==> config.mk <==
export PLATFORM = sky130hd
export DESIGN_NAME = sim_clockgen_multi
export DESIGN_NICKNAME = d
export VERILOG_FILES = /design/src/rtl/sim_clockgen_multi.sv
export SDC_FILE = /design/constraint.sdc
export NUM_CORES = 1
export LEC_CHECK = 0
export CORE_MARGIN = 2
export CORE_UTILIZATION = 40
export CTS_BUF_LIST = sky130_fd_sc_hd__clkbuf_4 sky130_fd_sc_hd__clkbuf_8
export DETAILED_ROUTE_END_ITERATION = 7
export PLACE_DENSITY_LB_ADDON = 0.3
export SYNTH_ARGS = -nofsm -noshare
export SYNTH_HDL_FRONTEND = slang
export SYNTH_SLANG_ARGS = --single-unit
export TNS_END_PERCENT = 5
==> constraint.sdc <==
create_clock -name clk -period 8.9 [get_ports clk]
set_input_delay 1.335 -clock clk [delete_from_list [all_inputs] [get_ports clk]]
set_output_delay 1.335 -clock clk [all_outputs]
set_load 0.05 [all_outputs]
==> src/rtl/sim_clockgen_multi.sv <==
// Multi-channel divided clock generator with glitch-free run-time retune.
// Optional SIM_CLOCKGEN_STROBE_EN adds a registered clk_rise strobe per channel.
module sim_clockgen_multi #(
    parameter  int N_CH  = 4,
    parameter  int CNT_W = 16,
    localparam int CH_W  = (N_CH > 1) ? $clog2(N_CH) : 1
) (
    input  logic             clk,
    input  logic             rst,
    input  logic             cfg_valid,
    output logic             cfg_ready,
    input  logic [CH_W-1:0]  cfg_ch,
    input  logic             cfg_enable,
    input  logic [CNT_W-1:0] cfg_half,
    input  logic [CNT_W-1:0] cfg_phase,
    output logic             cfg_err,
    output logic [N_CH-1:0]  clk_out,
    output logic [N_CH-1:0]  clk_rise,
    output logic [N_CH-1:0]  locked
);

    typedef enum logic [1:0] {
        IDLE  = 2'd0,
        PHASE = 2'd1,
        RUN   = 2'd2
    } st_t;

    localparam logic [CH_W:0]    NCH = (CH_W + 1)'(N_CH);
    localparam logic [CNT_W-1:0] ONE = CNT_W'(1);

    logic             pend;
    logic             pend_en;
    logic             pend_bad;
    logic             pend_nx;
    logic             xfer;
    logic [CH_W-1:0]  pend_ch;
    logic [CNT_W-1:0] pend_h;
    logic [CNT_W-1:0] pend_p;

    st_t              st   [N_CH];
    logic [CNT_W-1:0] cnt  [N_CH];
    logic [CNT_W-1:0] hreg [N_CH];
    logic [CNT_W-1:0] preg [N_CH];
    logic [N_CH-1:0]  apply;

    assign xfer     = cfg_valid && cfg_ready;
    assign pend_bad = {1'b0, pend_ch} >= NCH;

    // A running channel only accepts a change on its 1->0 toggle edge.
    always_comb begin
        apply = '0;
        for (int i = 0; i < N_CH; i++) begin
            apply[i] = pend && (pend_ch == CH_W'(i)) &&
                       ((st[i] != RUN) ||
                        (clk_out[i] && (cnt[i] == hreg[i] - ONE)));
        end
    end

    assign pend_nx = xfer || (pend && !pend_bad && !(|apply));

    always_ff @(posedge clk or posedge rst) begin
        if (rst) begin
            pend      <= 1'b0;
            pend_ch   <= '0;
            pend_en   <= 1'b0;
            pend_h    <= '0;
            pend_p    <= '0;
            cfg_ready <= 1'b1;
            cfg_err   <= 1'b0;
        end else begin
            pend      <= pend_nx;
            cfg_ready <= !pend_nx;
            cfg_err   <= pend && pend_bad;
            if (xfer) begin
                pend_ch <= cfg_ch;
                pend_en <= cfg_enable;
                pend_h  <= cfg_half;
                pend_p  <= cfg_phase;
            end
        end
    end

    always_ff @(posedge clk or posedge rst) begin
        if (rst) begin
            clk_out <= '0;
            locked  <= '0;
            for (int i = 0; i < N_CH; i++) begin
                st[i]   <= IDLE;
                cnt[i]  <= '0;
                hreg[i] <= ONE;
                preg[i] <= '0;
            end
        end else begin
            for (int i = 0; i < N_CH; i++) begin
                if (apply[i]) begin
                    clk_out[i] <= 1'b0;
                    locked[i]  <= 1'b0;
                    if (pend_en) begin
                        hreg[i] <= (pend_h == '0) ? ONE : pend_h;
                        preg[i] <= pend_p;
                        cnt[i]  <= '0;
                        st[i]   <= PHASE;
                    end else begin
                        st[i] <= IDLE;
                    end
                end else begin
                    case (st[i])
                        IDLE: begin
                            clk_out[i] <= 1'b0;
                        end
                        PHASE: begin
                            if (cnt[i] == preg[i]) begin
                                clk_out[i] <= 1'b1;
                                locked[i]  <= 1'b1;
                                cnt[i]     <= '0;
                                st[i]      <= RUN;
                            end else begin
                                cnt[i] <= cnt[i] + ONE;
                            end
                        end
                        RUN: begin
                            if (cnt[i] == hreg[i] - ONE) begin
                                clk_out[i] <= !clk_out[i];
                                cnt[i]     <= '0;
                            end else begin
                                cnt[i] <= cnt[i] + ONE;
                            end
                        end
                        default: begin
                            clk_out[i] <= 1'b0;
                            locked[i]  <= 1'b0;
                            st[i]      <= IDLE;
                        end
                    endcase
                end
            end
        end
    end

`ifdef SIM_CLOCKGEN_STROBE_EN
    logic [N_CH-1:0] rise_nx;

    always_comb begin
        rise_nx = '0;
        for (int i = 0; i < N_CH; i++) begin
            rise_nx[i] = !apply[i] &&
                         (((st[i] == PHASE) && (cnt[i] == preg[i])) ||
                          ((st[i] == RUN) && !clk_out[i] &&
                           (cnt[i] == hreg[i] - ONE)));
        end
    end

    always_ff @(posedge clk or posedge rst) begin
        if (rst) begin
            clk_rise <= '0;
        end else begin
            clk_rise <= rise_nx;
        end
    end
`else
    assign clk_rise = '0;
`endif

endmodule
Word level (Yosys, flattened, before mapping)
Index checks and enable logic that the tools add are counted.

Bits in registers: 245. Bits in latches: 0. Memory bits (writable): 0. Bits in read-only memories: 0. Input port bits: 38. Output and inout port bits: 14. Word-level logic and storage cells: 188. Memories: 0.

Add/sub/neg operators: 8. Multiply operators: 0. Div/mod/pow operators: 0. Order comparisons: 0. Equal/unequal tests: 39. Shift operators: 0. Muxes and demuxes: 55. Bitwise operators: 0. Reductions and logical operators: 56.

Operators by type and width (number): 16-bit two-way mux (14); 16-bit == test (8); 16-bit case mux with 2 select lines (4); 16-bit by 1-bit adder with 16-bit output (second input constant) (4); 16-bit by 1-bit subtractor with 16-bit output (second input constant) (4); 2-bit AND reduction (16); 3-bit inequality test (second input constant) (8); 1-bit two-way mux (17); 16-bit zero test (1); 2-bit two-way mux (8); 2-bit inequality test (second input constant) (8); 1-bit case mux with 2 select lines (8); 2-bit case mux with 2 select lines (4); 1-bit logical AND (14); 2-bit == test (second input constant) (6); 3-bit nonzero test (4); 2-bit by 1-bit == test with 1-bit output (second input constant) (5); 2-bit zero test (5); 2-bit by 1-bit inequality test with 1-bit output (second input constant) (4); 2-bit OR reduction (4); 1-bit zero test (6); 1-bit logical OR (5); 4-bit OR reduction (1).

Longest topological paths before layout
Gate-level depths: netlist of the first run.

Depth in word-level cells: 10. Gate-level depth with buffers: 12. Gate-level depth less buffers: 10.

Worst setup path before layout of the first run
Ideal clock, no wire load.

Path type: register to register. Start: register hreg[3] in the netlist's numbering. End: register hreg[10] in the netlist's numbering. Setup time: 0.125 ns. Arrival time: 2.912 ns. Data required time: 8.775 ns. Slack: 5.863 ns. Stages on the path, launching flop included: 11. Path buffers: 2. Period minus slack after synthesis: 3.037 ns. Path through: dfrtp_1 > buf_2 > or4_4 > o31a_1 > nor4_1 > a211oi_1 > or4_4 > o22ai_4 > nand2_4 > buf_6 > mux2_4.

Longest elaborated chain between the ends: 6.

RTL lines: start: declaration (line 42) `logic [CNT_W-1:0] hreg [N_CH];`; start signal: indexed assignment (line 99) `hreg[i] <= (pend_h == '0) ? ONE : pend_h;`; 16-bit by 1-bit subtractor with 16-bit output (line 55) `(clk_out[i] && (cnt[i] == hreg[i] - ONE)));`; 16-bit == test (line 55); 1-bit logical AND (line 55); 1-bit logical OR (line 54) `((st[i] != RUN) ||`; 1-bit logical AND (line 53) `apply[i] = pend && (pend_ch == CH_W'(i)) &&`; 2-bit AND reduction (no source line).

No other way between the ends. A chain may end at the register's enable or synchronous reset.

Final worst setup path of the first run
Start: register hreg[49] in the netlist's numbering. End: register cnt[60] in the netlist's numbering.

Longest elaborated chain between the ends: 7. Elaborated cells between the ends (all ways): 11. Those cells by class: add/sub (1); eq/ne (2); mux (3); reduce/logical (5).

RTL lines: 16-bit by 1-bit subtractor with 16-bit output (*) (line 55, 122); 16-bit == test (*) (line 55, 122); 1-bit logical AND (line 55); 1-bit logical OR (line 54); 1-bit logical AND (line 53); 2-bit inequality test (no source line) or 3-bit nonzero test (tied branches); 2-bit AND reduction (no source line); end signal: indexed assignment (line 118) `cnt[i] <= cnt[i] + ONE;`; end signal: indexed assignment (line 126) `cnt[i] <= cnt[i] + ONE;`; end: declaration (line 41) `logic [CNT_W-1:0] cnt [N_CH];`.

Every way passes the cells marked *; elsewhere a longest branch is shown, timed or not.

==> results_tabular.tex, run 1 <==
\begin{tabular}{lr}
\hline
Metric & Value \\
\hline
\multicolumn{2}{l}{\textbf{Routing}} \\
Total vias in the final route & 10100 \\
WL per Instance & 19.9 um \\
Remaining antenna violation count & 0 \\
TritonRoute pass-1 iters & 7 \\
Remaining routing DRC violations & 0 \\
Final WL & 35700 um \\
Via-per-instance ratio & 5.62 \\
DRT iter0 DRCs & 690 \\
\multicolumn{2}{l}{\textbf{Yosys}} \\
Summed instance area of the synthesized netlist & 13800 sq um \\
Gate count of the mapped netlist & 1301 \\
Cell variety after synth & 84 \\
Proportion of register bits with asynchronous set or reset after synthesis & 100\% \\
Post-synthesis sequential area ratio & 43.8\% \\
Flip-flop and latch count after synthesis & 241 \\
EDFF count, synth & 0 \\
Top flip-flop cell by instance count after synthesis & sky130\_fd\_sc\_hd\_\_dfrtp\_1 \\
Post-Syn Area per Cell & 10.6 sq um \\
Count of yosys warnings during synthesis & 0 \\
\multicolumn{2}{l}{\textbf{Flow run}} \\
Total of max-cap violations & 0 \\
\multicolumn{2}{l}{\textbf{Clock network}} \\
Clk pin slew, worst setup/hold paths & 0.06 ns \\
H-Tree Depth & 2 \\
Clock Sink Count & 241 \\
CTS root buffer & sky130\_fd\_sc\_hd\_\_clkbuf\_8 \\
Clock latency reported for the late side of the worst-skew pair & 0.58 ns \\
Clock tree from TritonCTS & done \\
TritonCTS buffer count & 44 \\
Bufs on Longest Clock Path & 3 \\
\# resized after CTS & 0 \\
Cts-stage hold buffer count & 0 \\
Post-CTS Repair Setup Buffers & 0 \\
\multicolumn{2}{l}{\textbf{Setup path}} \\
Beginning of the critical path & hreg[49]\$\_DFFE\_PP0P\_ \\
Arrival time of the worst setup path & 4.49 ns \\
Classification of the worst setup path & reg -> reg \\
Startpoint Class & flop \\
FF-to-FF Start & hreg[49]\$\_DFFE\_PP0P\_ \\
Type of element capturing the critical path & flop \\
Peak fanout along the critical path & 16 \\
Critical path required time & 9.34 ns \\
\multicolumn{2}{l}{\textbf{Worst hold path}} \\
Worst hold path startpoint & preg[44]\$\_DFFE\_PP0P\_ \\
Min-Delay Path Class & reg -> reg \\
\multicolumn{2}{l}{\textbf{STA}} \\
Pin slew with the least headroom to its limit & 1.19 ns \\
Clock skew after layout & 0.0353 ns \\
Slew headroom & 20.8\% \\
Part of the cycle the worst path needs & 45.5\% \\
Setup-failing EPs final & 0 \\
Final hold slack & 0.512 ns \\
Minimum clock period & 4.05 ns \\
Count of endpoints failing hold in the final timing report & 0 \\
RSZ-0062 raised after global routing & no \\
Setup\_tns & 0 ns \\
Fmax & 0.247 GHz \\
Max Slew Vio Count & 0 \\
\multicolumn{2}{l}{\textbf{Pwr}} \\
Sequential Power Share & 42.9\% \\
Net switching power of the design & 0.00214 W \\
Worst voltage drop across the vdd grid & 0.223 mV \\
Switching Fraction & 40.4\% \\
Leak Pwr & 6.78 nW \\
P per Cell Area & 343 nW/um\^{}2 \\
Share of total power in combinational logic & 35.9\% \\
Total internal power & 0.00315 W \\
Clock network fraction of total power & 21.2\% \\
\multicolumn{2}{l}{\textbf{Global routing}} \\
GRT Total Usage & 19.8\% \\
Global-route wire length before repair & 55700 um \\
Largest net degree at the start of global routing & 97 \\
Overall overflow remaining after global route & 0 \\
Vias in the first global route & 9735 \\
Initial antenna violation count & 0 \\
\multicolumn{2}{l}{\textbf{Final layout}} \\
Area of all placed cells without fillers & 15400 sq um \\
Area used by multi-input combinational logic & 7200 sq um \\
Diodes inserted & 0 \\
Layout cell share with drive strength beyond 1 & 16.6\% \\
Sequential cell area in the final layout & 6040 sq um \\
Final layout net count & 1369 \\
Synthesis-to-finish area growth & 11.6\% \\
Filler cell count & 3190 \\
Final Instance Count excl. Fillers & 1795 \\
\multicolumn{2}{l}{\textbf{Floorplanning}} \\
Num ports & 52 \\
Die Area & 36000 sq um \\
Floorplan die width & 190 um \\
Die height & 190 um \\
Std-Cell Core Area & 34300 sq um \\
Initial core utilization & 40.2\% \\
Site Rows & 68 \\
\multicolumn{2}{l}{\textbf{Place}} \\
Buffers on Ports & 46 \\
Final GP Congestion & 0.861 \\
Cell count after placement & 1720 \\
Post-place instance area & 14500 sq um \\
Final HPWL DP & 24400 um \\
\multicolumn{2}{l}{\textbf{Outcome}} \\
Status & finished, final reports clean \\
\hline
\end{tabular}
-- critical path, stage by stage (launching register included) --
cell                       delay (ns)
sky130_fd_sc_hd__dfrtp_1         0.42
sky130_fd_sc_hd__inv_1           0.08
sky130_fd_sc_hd__ha_1            0.21
sky130_fd_sc_hd__or4b_1          0.48
sky130_fd_sc_hd__nor4_1          0.36
sky130_fd_sc_hd__nand4_1         0.18
sky130_fd_sc_hd__a221oi_2        0.25
sky130_fd_sc_hd__a31oi_1         0.26
sky130_fd_sc_hd__nor2_1          0.84
sky130_fd_sc_hd__nor2_1          0.45
sky130_fd_sc_hd__a221o_1         0.39
-- routing by layer --
layer / routed length, um / track usage [%]
met1: 16600 / 27.2
met2: 16400 / 32.1
met3: 1890 / 3.69
met4: 777 / 5.81
met5: 0 / 0
-- cell type report --
cell class                 instances  share of cell area [%]
tap                              455                    3.70
clock buffer                      63                    5.27
clock inverter                    12                   0.756
multi-input combinational        934                    46.8
inverter                          39                    1.00
timing repair buffer              51                    3.24
sequential                       241                    39.2
-- cells in the mapped netlist, types with 6 or more instances --
| cell | number | area share [%] |
|---|---|---|
| sky130_fd_sc_hd__nand2_1 | 85 | 2.3 |
| sky130_fd_sc_hd__o21bai_1 | 15 | 0.82 |
| sky130_fd_sc_hd__mux2_2 | 77 | 6.3 |
| sky130_fd_sc_hd__a21oi_1 | 20 | 0.73 |
| sky130_fd_sc_hd__nand2b_1 | 7 | 0.32 |
| sky130_fd_sc_hd__mux2_4 | 29 | 3.2 |
| sky130_fd_sc_hd__nor3_1 | 38 | 1.4 |
| sky130_fd_sc_hd__nand4_1 | 11 | 0.50 |
| sky130_fd_sc_hd__a22o_1 | 22 | 1.4 |
| sky130_fd_sc_hd__nand3_1 | 47 | 1.7 |
| sky130_fd_sc_hd__or3_1 | 18 | 0.82 |
| sky130_fd_sc_hd__nor2b_1 | 16 | 0.73 |
| sky130_fd_sc_hd__o21ai_0 | 30 | 1.1 |
| sky130_fd_sc_hd__o31ai_1 | 13 | 0.71 |
| sky130_fd_sc_hd__a2bb2oi_1 | 8 | 0.51 |
| sky130_fd_sc_hd__clkbuf_1 | 54 | 1.5 |
| sky130_fd_sc_hd__or2_2 | 11 | 0.50 |
| sky130_fd_sc_hd__and3_1 | 17 | 0.77 |
| sky130_fd_sc_hd__or4_1 | 8 | 0.44 |
| sky130_fd_sc_hd__nor3b_1 | 6 | 0.33 |
| sky130_fd_sc_hd__mux2_1 | 57 | 4.7 |
| sky130_fd_sc_hd__dfrtp_1 | 236 | 43 |
| sky130_fd_sc_hd__ha_1 | 20 | 1.8 |
| sky130_fd_sc_hd__a21o_1 | 12 | 0.65 |
| sky130_fd_sc_hd__inv_1 | 39 | 1.1 |
| sky130_fd_sc_hd__o22ai_1 | 8 | 0.36 |
| sky130_fd_sc_hd__nor4_1 | 43 | 2.0 |
| sky130_fd_sc_hd__buf_4 | 10 | 0.54 |
| sky130_fd_sc_hd__a221o_1 | 7 | 0.51 |
| sky130_fd_sc_hd__buf_2 | 23 | 0.83 |
| sky130_fd_sc_hd__xor2_1 | 94 | 6.0 |
| sky130_fd_sc_hd__xnor2_1 | 53 | 3.4 |
| sky130_fd_sc_hd__nor2_1 | 59 | 1.6 |
-- flip-flops by register name, indices dropped and copies added (netlist names) --
signal     cells
cnt           64
pend_p        16
pend_en        1
preg          64
clk_out        4
pend_h        16
hreg          64
locked         4
st             4
cfg_ready      1
pend_ch        2
pend           1
-- cells in the final DEF, fill, tap and decap left out, drive strengths merged, types with 20 or more instances in the layout --
cell type      instances
nand3                 48
nor2                  59
xnor2                 53
nor4                  46
dfrtp                236
a21oi                 20
clkbuf                63
nor3                  38
clkdlybuf4s50         46
ha                    20
mux2                 163
nand2                 86
a22o                  22
xor2                  94
o21ai                 34
inv                   40
-- stage by stage --
| stage | worst slack (ns) | total power (W) | utilization, % |
|---|---|---|---|
| 2_1_floorplan | 0.957 | 0.00355 | - |
| 3_3_place_gp | 5.08 | 0.00410 | 42.2 |
| 3_5_place_dp | 4.95 | 0.00415 | 42.2 |
| 4_1_cts | 4.92 | 0.00529 | 44.9 |
| 5_1_grt | 4.52 | 0.00560 | 44.9 |
| 6_report | 4.85 | 0.00528 | 44.9 |
-- path summary, 6_finish.rpt --
path                                             end  slack, ns  depth (start not counted)
worst max-delay path             cnt[60]$_DFFE_PP0P_       4.85                         10
worst min-delay path            preg[44]$_DFFE_PP0P_       0.51                          1
worst max register to register   cnt[60]$_DFFE_PP0P_       4.85                         10
worst min register to register  preg[44]$_DFFE_PP0P_       0.51                          1
max in group asynchronous       preg[54]$_DFFE_PP0P_       6.20                          3
min in group asynchronous        cnt[11]$_DFFE_PP0P_       1.27                          2
-- power groups by stage --
| stage | clock, W | combinational (W) | sequential, W |
|---|---|---|---|
| final | 0.00112 | 0.00190 | 0.00227 |
| after floorplan | 0 | 0.00167 | 0.00188 |
| after detailed placement | 0 | 0.00189 | 0.00226 |
| after CTS | 0.00114 | 0.00190 | 0.00225 |
| after global placement | 0 | 0.00186 | 0.00225 |
| after global routing | 0.00119 | 0.00209 | 0.00231 |
-- logic make-up after synthesis --
logic type	Yosys count	share of synthesized area, %
muxes	163	14.1
xor gates and xnor gates	148	9.50
adders and majority gates	20	1.81
and+or+nand+nor	390	15.0
DFF	241	43.8
AOI/OAI and AO/OA	208	11.6
buffers and inverters	130	4.18
other	1	0.0272
Note: power is estimated with default switching activity, not from simulation.
==> run 2, diff against run 1 <==
==> constraint.sdc (replaced) <==
create_clock -name clk -period 4.04 [get_ports clk]
set_input_delay 0.606 -clock clk [delete_from_list [all_inputs] [get_ports clk]]
set_output_delay 0.606 -clock clk [all_outputs]
set_load 0.05 [all_outputs]
==> results_tabular.tex, run 2 (synthesized netlist as in run 1, its figures left out) <==
\begin{tabular}{lr}
\hline
Metric & Value \\
\hline
\multicolumn{2}{l}{\textbf{Routing}} \\
Remaining antenna violation count & 0 \\
Via-per-instance ratio & 5.59 \\
Total vias in the final route & 10100 \\
DRT iter0 DRCs & 698 \\
Remaining routing DRC violations & 0 \\
TritonRoute pass-1 iters & 5 \\
Final WL & 35800 um \\
WL per Instance & 19.7 um \\
\multicolumn{2}{l}{\textbf{Place}} \\
Buffers on Ports & 46 \\
Post-place instance area & 14600 sq um \\
Cell count after placement & 1733 \\
Final HPWL DP & 24600 um \\
Final GP Congestion & 0.899 \\
\multicolumn{2}{l}{\textbf{Setup path}} \\
CP peak stage delay & 0.65 ns \\
Arrival time of the worst setup path & 4.05 ns \\
Peak fanout along the critical path & 33 \\
Slowest stage cell on the critical path & sky130\_fd\_sc\_hd\_\_nor4\_2 \\
Number of buffer and inverter stages on the critical path & 0 \\
Startpoint Class & flop \\
Classification of the worst setup path & reg -> reg \\
Type of element capturing the critical path & flop \\
Ordered list of cells on the worst path & nor4\_2, nand2\_1, o311ai\_0, nand3\_1, or4\_4, o22ai\_4, nand2\_4, mux2\_1 \\
Critical path required time & 4.48 ns \\
Cell type group with the largest total delay on the critical path & simple AND/OR/NAND/NOR gates \\
\multicolumn{2}{l}{\textbf{Floorplanning}} \\
Site Rows & 68 \\
Std-Cell Core Area & 34300 sq um \\
Floorplan die width & 190 um \\
Die Area & 36000 sq um \\
Num ports & 52 \\
Initial core utilization & 40.2\% \\
Die height & 190 um \\
\multicolumn{2}{l}{\textbf{Final layout}} \\
Layout cell share with drive strength beyond 1 & 17.7\% \\
Final layout net count & 1382 \\
Synthesis-to-finish area growth & 12.8\% \\
Commonest cells after routing, fill and taps aside & sky130\_fd\_sc\_hd\_\_dfrtp\_1 (236), sky130\_fd\_sc\_hd\_\_xor2\_1 (94), sky130\_fd\_sc\_hd\_\_nand2\_1 (84) \\
Most common cell after layout, fill and taps aside & sky130\_fd\_sc\_hd\_\_dfrtp\_1 \\
Leading registers by flop count & cnt x64, hreg x64, preg x64 \\
Post-layout util & 45.4\% \\
Area of all placed cells without fillers & 15600 sq um \\
Diodes inserted & 0 \\
Final Instance Count excl. Fillers & 1812 \\
\multicolumn{2}{l}{\textbf{Clock network}} \\
Clock tree from TritonCTS & done \\
Bufs on Longest Clock Path & 3 \\
Clock latency reported for the late side of the worst-skew pair & 0.56 ns \\
H-Tree Depth & 2 \\
Cts-stage hold buffer count & 0 \\
Clk pin slew, worst setup/hold paths & 0.06 ns \\
CTS root buffer & sky130\_fd\_sc\_hd\_\_clkbuf\_8 \\
\# resized after CTS & 0 \\
TritonCTS buffer count & 44 \\
Post-CTS Repair Setup Buffers & 0 \\
Clock Sink Count & 241 \\
\multicolumn{2}{l}{\textbf{STA}} \\
Setup\_tns & 0 ns \\
Final hold slack & 0.495 ns \\
Part of the cycle the worst path needs & 89.3\% \\
RSZ-0062 raised after global routing & no \\
Clock skew after layout & 0.0340 ns \\
Slew headroom & 24.3\% \\
Max Slew Vio Count & 0 \\
Fmax & 0.277 GHz \\
Minimum clock period & 3.61 ns \\
Pin slew with the least headroom to its limit & 1.14 ns \\
Setup-failing EPs final & 0 \\
Count of endpoints failing hold in the final timing report & 0 \\
\multicolumn{2}{l}{\textbf{Worst hold path}} \\
Min-Delay Path Class & in -> async \\
\multicolumn{2}{l}{\textbf{Pwr}} \\
Sequential Power Share & 42.1\% \\
Share of total power in combinational logic & 36.5\% \\
Switching Fraction & 40.1\% \\
P per Cell Area & 756 nW/um\^{}2 \\
Net switching power of the design & 0.00472 W \\
Worst voltage drop across the vdd grid & 0.465 mV \\
Leak Pwr & 6.88 nW \\
Clock network fraction of total power & 21.4\% \\
Total internal power & 0.00705 W \\
\multicolumn{2}{l}{\textbf{Outcome}} \\
Status & finished, final reports clean \\
\multicolumn{2}{l}{\textbf{Global routing}} \\
Global-route wire length before repair & 56500 um \\
Overall overflow remaining after global route & 0 \\
Initial antenna violation count & 0 \\
GRT Total Usage & 20.1\% \\
Vias in the first global route & 9856 \\
Largest net degree at the start of global routing & 105 \\
\multicolumn{2}{l}{\textbf{Flow run}} \\
Total of max-cap violations & 0 \\
\hline
\end{tabular}
run 2: metrics by stage:
stage	total power, W	worst slack (ns)
final	0.0118	0.433
after global routing	0.0125	0.228
after CTS	0.0118	0.462
after detailed placement	0.00926	0.496
after global placement	0.00914	0.568
after floorplan	0.00783	0.276
run 2: worst paths after layout:
| kind | from | to | slack (ns) | cells past startpoint |
|---|---|---|---|---|
| worst max-delay path | hreg[3]$_DFFE_PP0P_ | preg[14]$_DFFE_PP0P_ | 0.43 | 8 |
| worst min register to register | preg[51]$_DFFE_PP0P_ | preg[51]$_DFFE_PP0P_ | 0.51 | 1 |
| worst min-delay path | rst | cnt[21]$_DFFE_PP0P_ | 0.50 | 2 |
| min in group clk | preg[51]$_DFFE_PP0P_ | preg[51]$_DFFE_PP0P_ | 0.51 | 1 |
| max in group asynchronous | rst | preg[60]$_DFFE_PP0P_ | 2.54 | 3 |
| worst max register to register | hreg[3]$_DFFE_PP0P_ | preg[14]$_DFFE_PP0P_ | 0.43 | 8 |
run 2: worst reg2reg max path, delay by kind of cell (launching register included):
kind | cells | cell delay (ns)
compound gates | 2 | 0.63
flops | 1 | 0.47
mux | 1 | 0.48
simple gates | 5 | 1.91
run 2: layout make-up:
cell class	count	area (sq um)
Multi-Input combinational cell	934	7200
Clock inverter	7	63.8
Clock buffer	72	897
Timing Repair Buffer	64	633
Inverter	39	150
Sequential cell	241	6040
Fill cell	3193	18700
Tap cell	455	569
run 2: power groups by stage:
stage	sequential, W	clock, W	combinational, W
2_1_floorplan	0.00414	0	0.00369
3_3_place_gp	0.00495	0	0.00419
3_5_place_dp	0.00497	0	0.00429
4_1_cts	0.00494	0.00258	0.00431
5_1_grt	0.00510	0.00269	0.00476
6_report	0.00496	0.00251	0.00429
run 2: per-layer routing:
layer	part of all wire [%]	global-route usage [%]	vias up	wire length [um]
met3	6.0	3.67	77	2150
li1	-	-	4744	-
met5	0	0	-	0
met4	2.9	6.86	0	1030
met2	45	31.8	280	16100
met1	46	27.9	5036	16500
